### src/rtl/prescaled_counter.sv
// Parametrised prescaled up/down counter with tick and wrap pulses.
// Define PRESCALED_COUNTER_SAT_EN to saturate at the count limits instead of wrapping.
module prescaled_counter #(
    parameter int WIDTH    = 8,
    parameter int PRESCALE = 50000000,
    parameter int MODULUS  = 256
) (
    input  logic             clk,
    input  logic             rst_n,
    input  logic             en,
    input  logic             up_dn,
    input  logic             clr,
    input  logic             load,
    input  logic [WIDTH-1:0] load_val,
    output logic [WIDTH-1:0] count,
    output logic             tick,
    output logic             wrap
);

    localparam int PS_WIDTH = (PRESCALE > 1) ? $clog2(PRESCALE) : 1;

    localparam logic [PS_WIDTH-1:0] PS_LAST = PS_WIDTH'(PRESCALE - 1);
    localparam logic [WIDTH-1:0]    CNT_MAX = WIDTH'(MODULUS - 1);
    // One bit wider so MODULUS == 2**WIDTH is representable.
    localparam logic [WIDTH:0]      MOD_EXT = (WIDTH + 1)'(MODULUS);

    logic [PS_WIDTH-1:0] ps_q, ps_d;
    logic [WIDTH-1:0]    count_q, count_d;
    logic                tick_q, tick_d;
    logic                wrap_q, wrap_d;

    logic                step;
    logic [WIDTH-1:0]    step_val;
    logic                step_wrap;
    logic [WIDTH-1:0]    load_clamped;

    always_comb begin
        step         = en && (ps_q == PS_LAST);
        load_clamped = ({1'b0, load_val} >= MOD_EXT) ? CNT_MAX : load_val;
`ifdef PRESCALED_COUNTER_SAT_EN
        // wrap marks arrival at the limit; steps taken while already there give tick only.
        if (up_dn) begin
            step_val  = (count_q == CNT_MAX) ? CNT_MAX : count_q + WIDTH'(1);
            step_wrap = (count_q == CNT_MAX - WIDTH'(1));
        end else begin
            step_val  = (count_q == '0) ? '0 : count_q - WIDTH'(1);
            step_wrap = (count_q == WIDTH'(1));
        end
`else
        if (up_dn) begin
            step_val  = (count_q == CNT_MAX) ? '0 : count_q + WIDTH'(1);
            step_wrap = (count_q == CNT_MAX);
        end else begin
            step_val  = (count_q == '0) ? CNT_MAX : count_q - WIDTH'(1);
            step_wrap = (count_q == '0);
        end
`endif
    end

    always_comb begin
        ps_d    = ps_q;
        count_d = count_q;
        tick_d  = 1'b0;
        wrap_d  = 1'b0;
        if (clr) begin
            ps_d    = '0;
            count_d = '0;
        end else begin
            if (en) begin
                ps_d = step ? '0 : ps_q + PS_WIDTH'(1);
            end
            // The prescaler keeps its phase through a load, so tick still fires.
            tick_d = step;
            if (load) begin
                count_d = load_clamped;
            end else if (step) begin
                count_d = step_val;
                wrap_d  = step_wrap;
            end
        end
    end

    always_ff @(posedge clk) begin
        if (!rst_n) begin
            ps_q    <= '0;
            count_q <= '0;
            tick_q  <= 1'b0;
            wrap_q  <= 1'b0;
        end else begin
            ps_q    <= ps_d;
            count_q <= count_d;
            tick_q  <= tick_d;
            wrap_q  <= wrap_d;
        end
    end

    assign count = count_q;
    assign tick  = tick_q;
    assign wrap  = wrap_q;

endmodule

### config.mk
export PLATFORM = sky130hd
export DESIGN_NAME = prescaled_counter
export DESIGN_NICKNAME = d
export VERILOG_FILES = /design/src/rtl/prescaled_counter.sv
export SDC_FILE = /design/constraint.sdc
export NUM_CORES = 1
export LEC_CHECK = 0
export ABC_AREA = 1
export CAP_MARGIN = 10
export CORE_ASPECT_RATIO = 1.25
export CORE_MARGIN = 2
export CORE_UTILIZATION = 46
export CTS_CLUSTER_DIAMETER = 60
export DETAILED_ROUTE_END_ITERATION = 8
export DONT_BUFFER_PORTS = 1
export PLACE_DENSITY = 0.62
export SLEW_MARGIN = 20
export SYNTH_ARGS = -nofsm -noshare
export SYNTH_HDL_FRONTEND = slang
export SYNTH_SLANG_ARGS = --single-unit
### constraint.sdc
create_clock -name clk -period 1.5 [get_ports clk]
set_input_delay 0.225 -clock clk [delete_from_list [all_inputs] [get_ports clk]]
set_output_delay 0.225 -clock clk [all_outputs]
set_load 0.1 [all_outputs]
Word level (Yosys, flattened, before mapping)
Index checks and enable logic that the tools add are counted.
{"block": "totals", "memories": 0, "latchBits": 0, "mem_bits_ro": 0, "ff_bits": 36, "inputBits": 14, "ramBits": 0}
{"block": "classes", "n_shift": 0, "mul": 0, "n_addsub": 3, "n_mux": 7, "div": 0, "bitwise": 2, "n_reduce_logical": 5, "eq_ne": 2, "n_lt_le_gt_ge": 0}
{"cell": "8-bit 2-to-1 mux", "n": 5}
{"cell": "26-bit by 1-bit adder with 26-bit output (second input constant)", "n": 1}
{"cell": "26-bit == test (second input constant)", "n": 1}
{"cell": "26-bit 2-to-1 mux", "n": 1}
{"cell": "8-bit by 1-bit adder with 8-bit output (second input constant)", "n": 1}
{"cell": "8-bit == test (second input constant)", "n": 1}
{"cell": "8-bit zero test", "n": 1}
{"cell": "8-bit by 1-bit subtractor with 8-bit output (second input constant)", "n": 1}
{"cell": "4-bit OR reduction", "n": 1}
{"cell": "1-bit inverter", "n": 2}
{"cell": "2-bit nonzero test", "n": 1}
{"cell": "2-bit OR reduction", "n": 1}
{"cell": "1-bit logical AND", "n": 1}
{"cell": "1-bit 2-to-1 mux", "n": 1}

Depth between registers and ports, before layout
{"block": "logic_depth", "word_depth": 5, "mapped_depth": 11, "mapped_depth_nobuf": 11}

Worst setup path after synthesis
Ideal clock, no wire load.
{"block": "synth_timing", "kind": "register -> register", "startpoint": "reg count_q[0], in the netlist count[0]", "endpoint": "reg count_q[2], in the netlist count[2]", "setup_ps": 117, "path_slack_ps": -687, "arrival_ps": 2070, "t_required_ps": 1383, "stages_incl_launch_ff": 9, "period_less_slack_ps": 2187, "n_path_buf": 0, "path_cell_list": "dfxtp_1 > inv_1 > ha_1 > nand2_1 > nor2_1 > a21oi_1 > o21ai_0 > nor3_1 > nor2_1"}
{"block": "synth_between", "elab_chain_len": 5, "elab_cells_between_ends": 9}
{"element": "start, declared", "line": "28", "text": "logic [WIDTH-1:0] count_q, count_d;"}
{"element": "start signal, assigned", "line": "91", "text": "count_q <= count_d;"}
{"element": "8-bit by 1-bit subtractor with 8-bit output, or another cell as far along", "line": "54", "text": "step_val = (count_q == '0) ? CNT_MAX : count_q - WIDTH'(1);"}
{"element": "8-bit 2-to-1 mux, on equally long branches", "line": "54, 51"}
{"element": "8-bit 2-to-1 mux *", "line": "50", "text": "if (up_dn) begin"}
{"element": "8-bit 2-to-1 mux *", "line": "76", "text": "end else if (step) begin"}
{"element": "8-bit 2-to-1 mux *", "line": "74", "text": "if (load) begin"}
Mark *: on every way between the ends. The rest lies on a longest branch, timed or not. The select of a mux whose other input is x is not followed.
A chain may end at the register's enable or synchronous reset.

Final worst setup path
{"block": "layout_timing", "startpoint": "reg ps_q[1]", "endpoint": "reg count_q[2], in the netlist count[2]"}
{"block": "layout_between", "elab_chain_len": 3}
{"element": "start, declared", "line": "27", "text": "logic [PS_WIDTH-1:0] ps_q, ps_d;"}
{"element": "start signal, assigned", "line": "90", "text": "ps_q <= ps_d;"}
{"element": "26-bit == test", "line": "38", "text": "step = en && (ps_q == PS_LAST);"}
{"element": "1-bit logical AND", "line": "38"}
{"element": "2-bit nonzero test (no line)"}
Every way passes these cells.

==> out/results.ini <==
[status]
status = complete, no violations

[cells_and_area]
multi_input_area_um2 = 1760
syn2layout_area_growth_pct = 31.3
nets = 459
seq_area_um2 = 767
drive_gt1_share_pct = 34.2
antennaDiodeCount = 0
nFillCells = 502

[worst_setup_path]
path_cells = ha_4, nand2_2, nor2_4, nand2_2, nor2_4, nand2_4, nand2_4, inv_2, nor3_2, nor2_1
crit_type = reg2reg
cp_slowest_cell = dfxtp_4
cp.buffers_inverters = 1
slowest_delay_ps = 380
required_ps = 1700
cpLargestDelayFamily = simple AND/OR/NAND/NOR gates
critPathMaxFanout = 6
cp-end-kind = flop
worstPathArrival_ps = 1670
setup.worst_path.start_class = flop

[synthesis]
synth_top_family_by_area = simple AND/OR/NAND/NOR gates
synth_edf_count = 0
ys.flop_type = dfxtp_1
ys_warn_count = 0
avgSynthCellArea_um2 = 6.19
ys_seq_area_share_pct = 29.2
synth_xor_area_share_pct = 2.13
post-synth-top-count-cell = nand2_1
synthMuxAreaShare_pct = 0
synth_nets = 417
yosys.area_share.simple_pct = 46.4
synth_adder_area_share_pct = 2.03
synthTopCellsByArea = dfxtp_1 29%, nand2_1 15%, nor2_1 11%
synth_compound_area_share_pct = 11.6
synth_cell_types = 36
ys_ff_latch = 36
yosys.area.top_type_share_pct = 29.2
async_flop_share_pct = 0
synth_commonest_cells = 97 x nand2_1, 72 x nor2_1, 41 x inv_1
yosysTopAreaCell = dfxtp_1
syn_area_um2 = 2470
post_synth_inst_count = 399

[floorplan]
die_area_um2 = 5980
die_w_um = 69.5
die_h_um = 85.9
ios = 24
fp-row-count = 29
coreArea_um2 = 5120
start_util_pct = 48.3

[grt]
grt_antenna_before_repair = 0
grt_usage_pct = 24.1
grt.met2_usage_pct = 47.7
gr-usage-met3_pct = 4.23
top_usage_layer = met2
grt_pass1_vias = 2598
grt-ovfl-total = 0
grtUsageMet1_pct = 23.9
grt_start_max_net_pins = 17
grt_pass1_wl_mm = 11.5

[sta]
finalCritPeriodShare_pct = 98.5
max_slew.worst_pin.slew_ps = 553
fmax_mhz = 677
setup_viol = 0
slew_headroom_pct = 63.1
maxSlewViolCount = 0
fin_crit_ps = 1480
hold_viol = 0
finalWorstSetupSlack_ps = 22.9
rsz0062_at_grt = yes
skew_ps = 9.60

[cts]
ctsHoldBuffers = 0
path_clk_slew_ps = 80
tritoncts = done
htreeDepth = 2
cts_sinks = 36
root_buffer = clkbuf_8
clkLatencyLatePin_ps = 300
cts_made_buffers = 5
cts_buffer_depth = 2

[power]
p_sw_share_pct = 29.0
power.density_nw_per_um2 = 648
vdd_drop_max_mv = 0.533
p_sw_mw = 0.610
p_clk_share_pct = 37.0
total_power_mw = 2.10
p_int_mw = 1.49
combPwrFrac_pct = 16.6
seq_power_share_pct = 46.4
p_leak_nw = 1.26

[routing]
routed_wl_mm = 7.13
drt-initial-drc-count = 133
dr.pass1.iters = 4
antenna_left = 0
drc = 0
detail_route.vias_per_cell = 5.38
routedWlPerCell_um = 14.1
routed-via-count = 2714

[worst_hold_path]
hold_path.class = in2reg

[place]
portBuffers = 0
dp_hpwl_mm = 5.47
finalWeightedCongestion = 0.913
dp_slack_ps = -101

[flow_run]
maxCapViolations = 0

-- per-stage QoR --
stage          util [%]  hold slack (ps)  cells  instance area [µm²]  setup TNS, ps
2_1_floorplan         -              411    399                 2530          -13.8
3_3_place_gp       55.6              335    491                 2850          -90.4
3_5_place_dp       55.6              338    491                 2850           -623
4_1_cts            58.3             20.8    499                 2980           -150
5_1_grt            63.4             28.9    504                 3240           -742
6_report           63.4             26.4    504                 3240              0
-- what timing repair did --
action / CTS / global route
buffers inserted: 0 / 5
setup endpoints to repair: 26 / 33
pin swaps: 4 / 11
hold endpoints to repair: 0 / 0
resized for setup: 11 / 68
-- power by group through the flow --
| stage | Clock, mW | Combinational, mW | Sequential (mW) |
|---|---|---|---|
| after floorplan | 0 | 0.173 | 1.06 |
| after global routing | 0.824 | 0.382 | 0.977 |
| after global placement | 0 | 0.314 | 0.998 |
| final | 0.778 | 0.348 | 0.975 |
| after detailed placement | 0 | 0.313 | 0.998 |
| after CTS | 0.789 | 0.321 | 0.977 |
-- final timing paths --
kind         slack (ps)  startpoint        to  depth (start not counted)
max                  20     ps_q[1]  count[2]                         10
min                  30          en   ps_q[0]                          1
max reg2reg          20     ps_q[1]  count[2]                         10
min reg2reg         480     ps_q[9]   ps_q[9]                          1
-- metal layers --
metal	wire length (µm)	up-vias	share of wire, %
li1	-	1375	-
met1	2690	1260	38
met2	4020	61	56
met3	205	18	2.9
met4	218	0	3.1
met5	0	-	0
-- state kept, by name, indices dropped and copies added, names as in the netlist --
register	count
count	8
wrap	1
ps_q	26
tick	1
-- cell usage in the layout (no fill, tap or decap), types with 10 or more instances in the layout --
master | synthesis | final
nand2_1 | 97 | 91
nor2_2 | 7 | 20
nand3_1 | 32 | 25
o21ai_0 | 19 | 14
inv_1 | 41 | 37
dfxtp_1 | 36 | 17
nand2_2 | 6 | 10
a21oi_1 | 24 | 22
dfxtp_2 | 0 | 10
nor2_1 | 72 | 54
buf_4 | 0 | 38
-- cell families after synthesis --
| family | count (synthesis) |
|---|---|
| AOI/OAI and AO/OA | 51 |
| xor gates and xnor gates | 6 |
| adders and majority gates | 4 |
| buffers and inverters | 53 |
| DFF | 36 |
| and+or+nand+nor | 249 |
-- cell type report --
cell class	instances	area share (%)
sequential	36	23.7
inverter	45	5.36
tap	62	2.39
timing repair buffer	43	11.1
clock buffer	8	3.09
multi-input combinational	310	54.4
No activity file was read; power rests on OpenSTA's default activity.
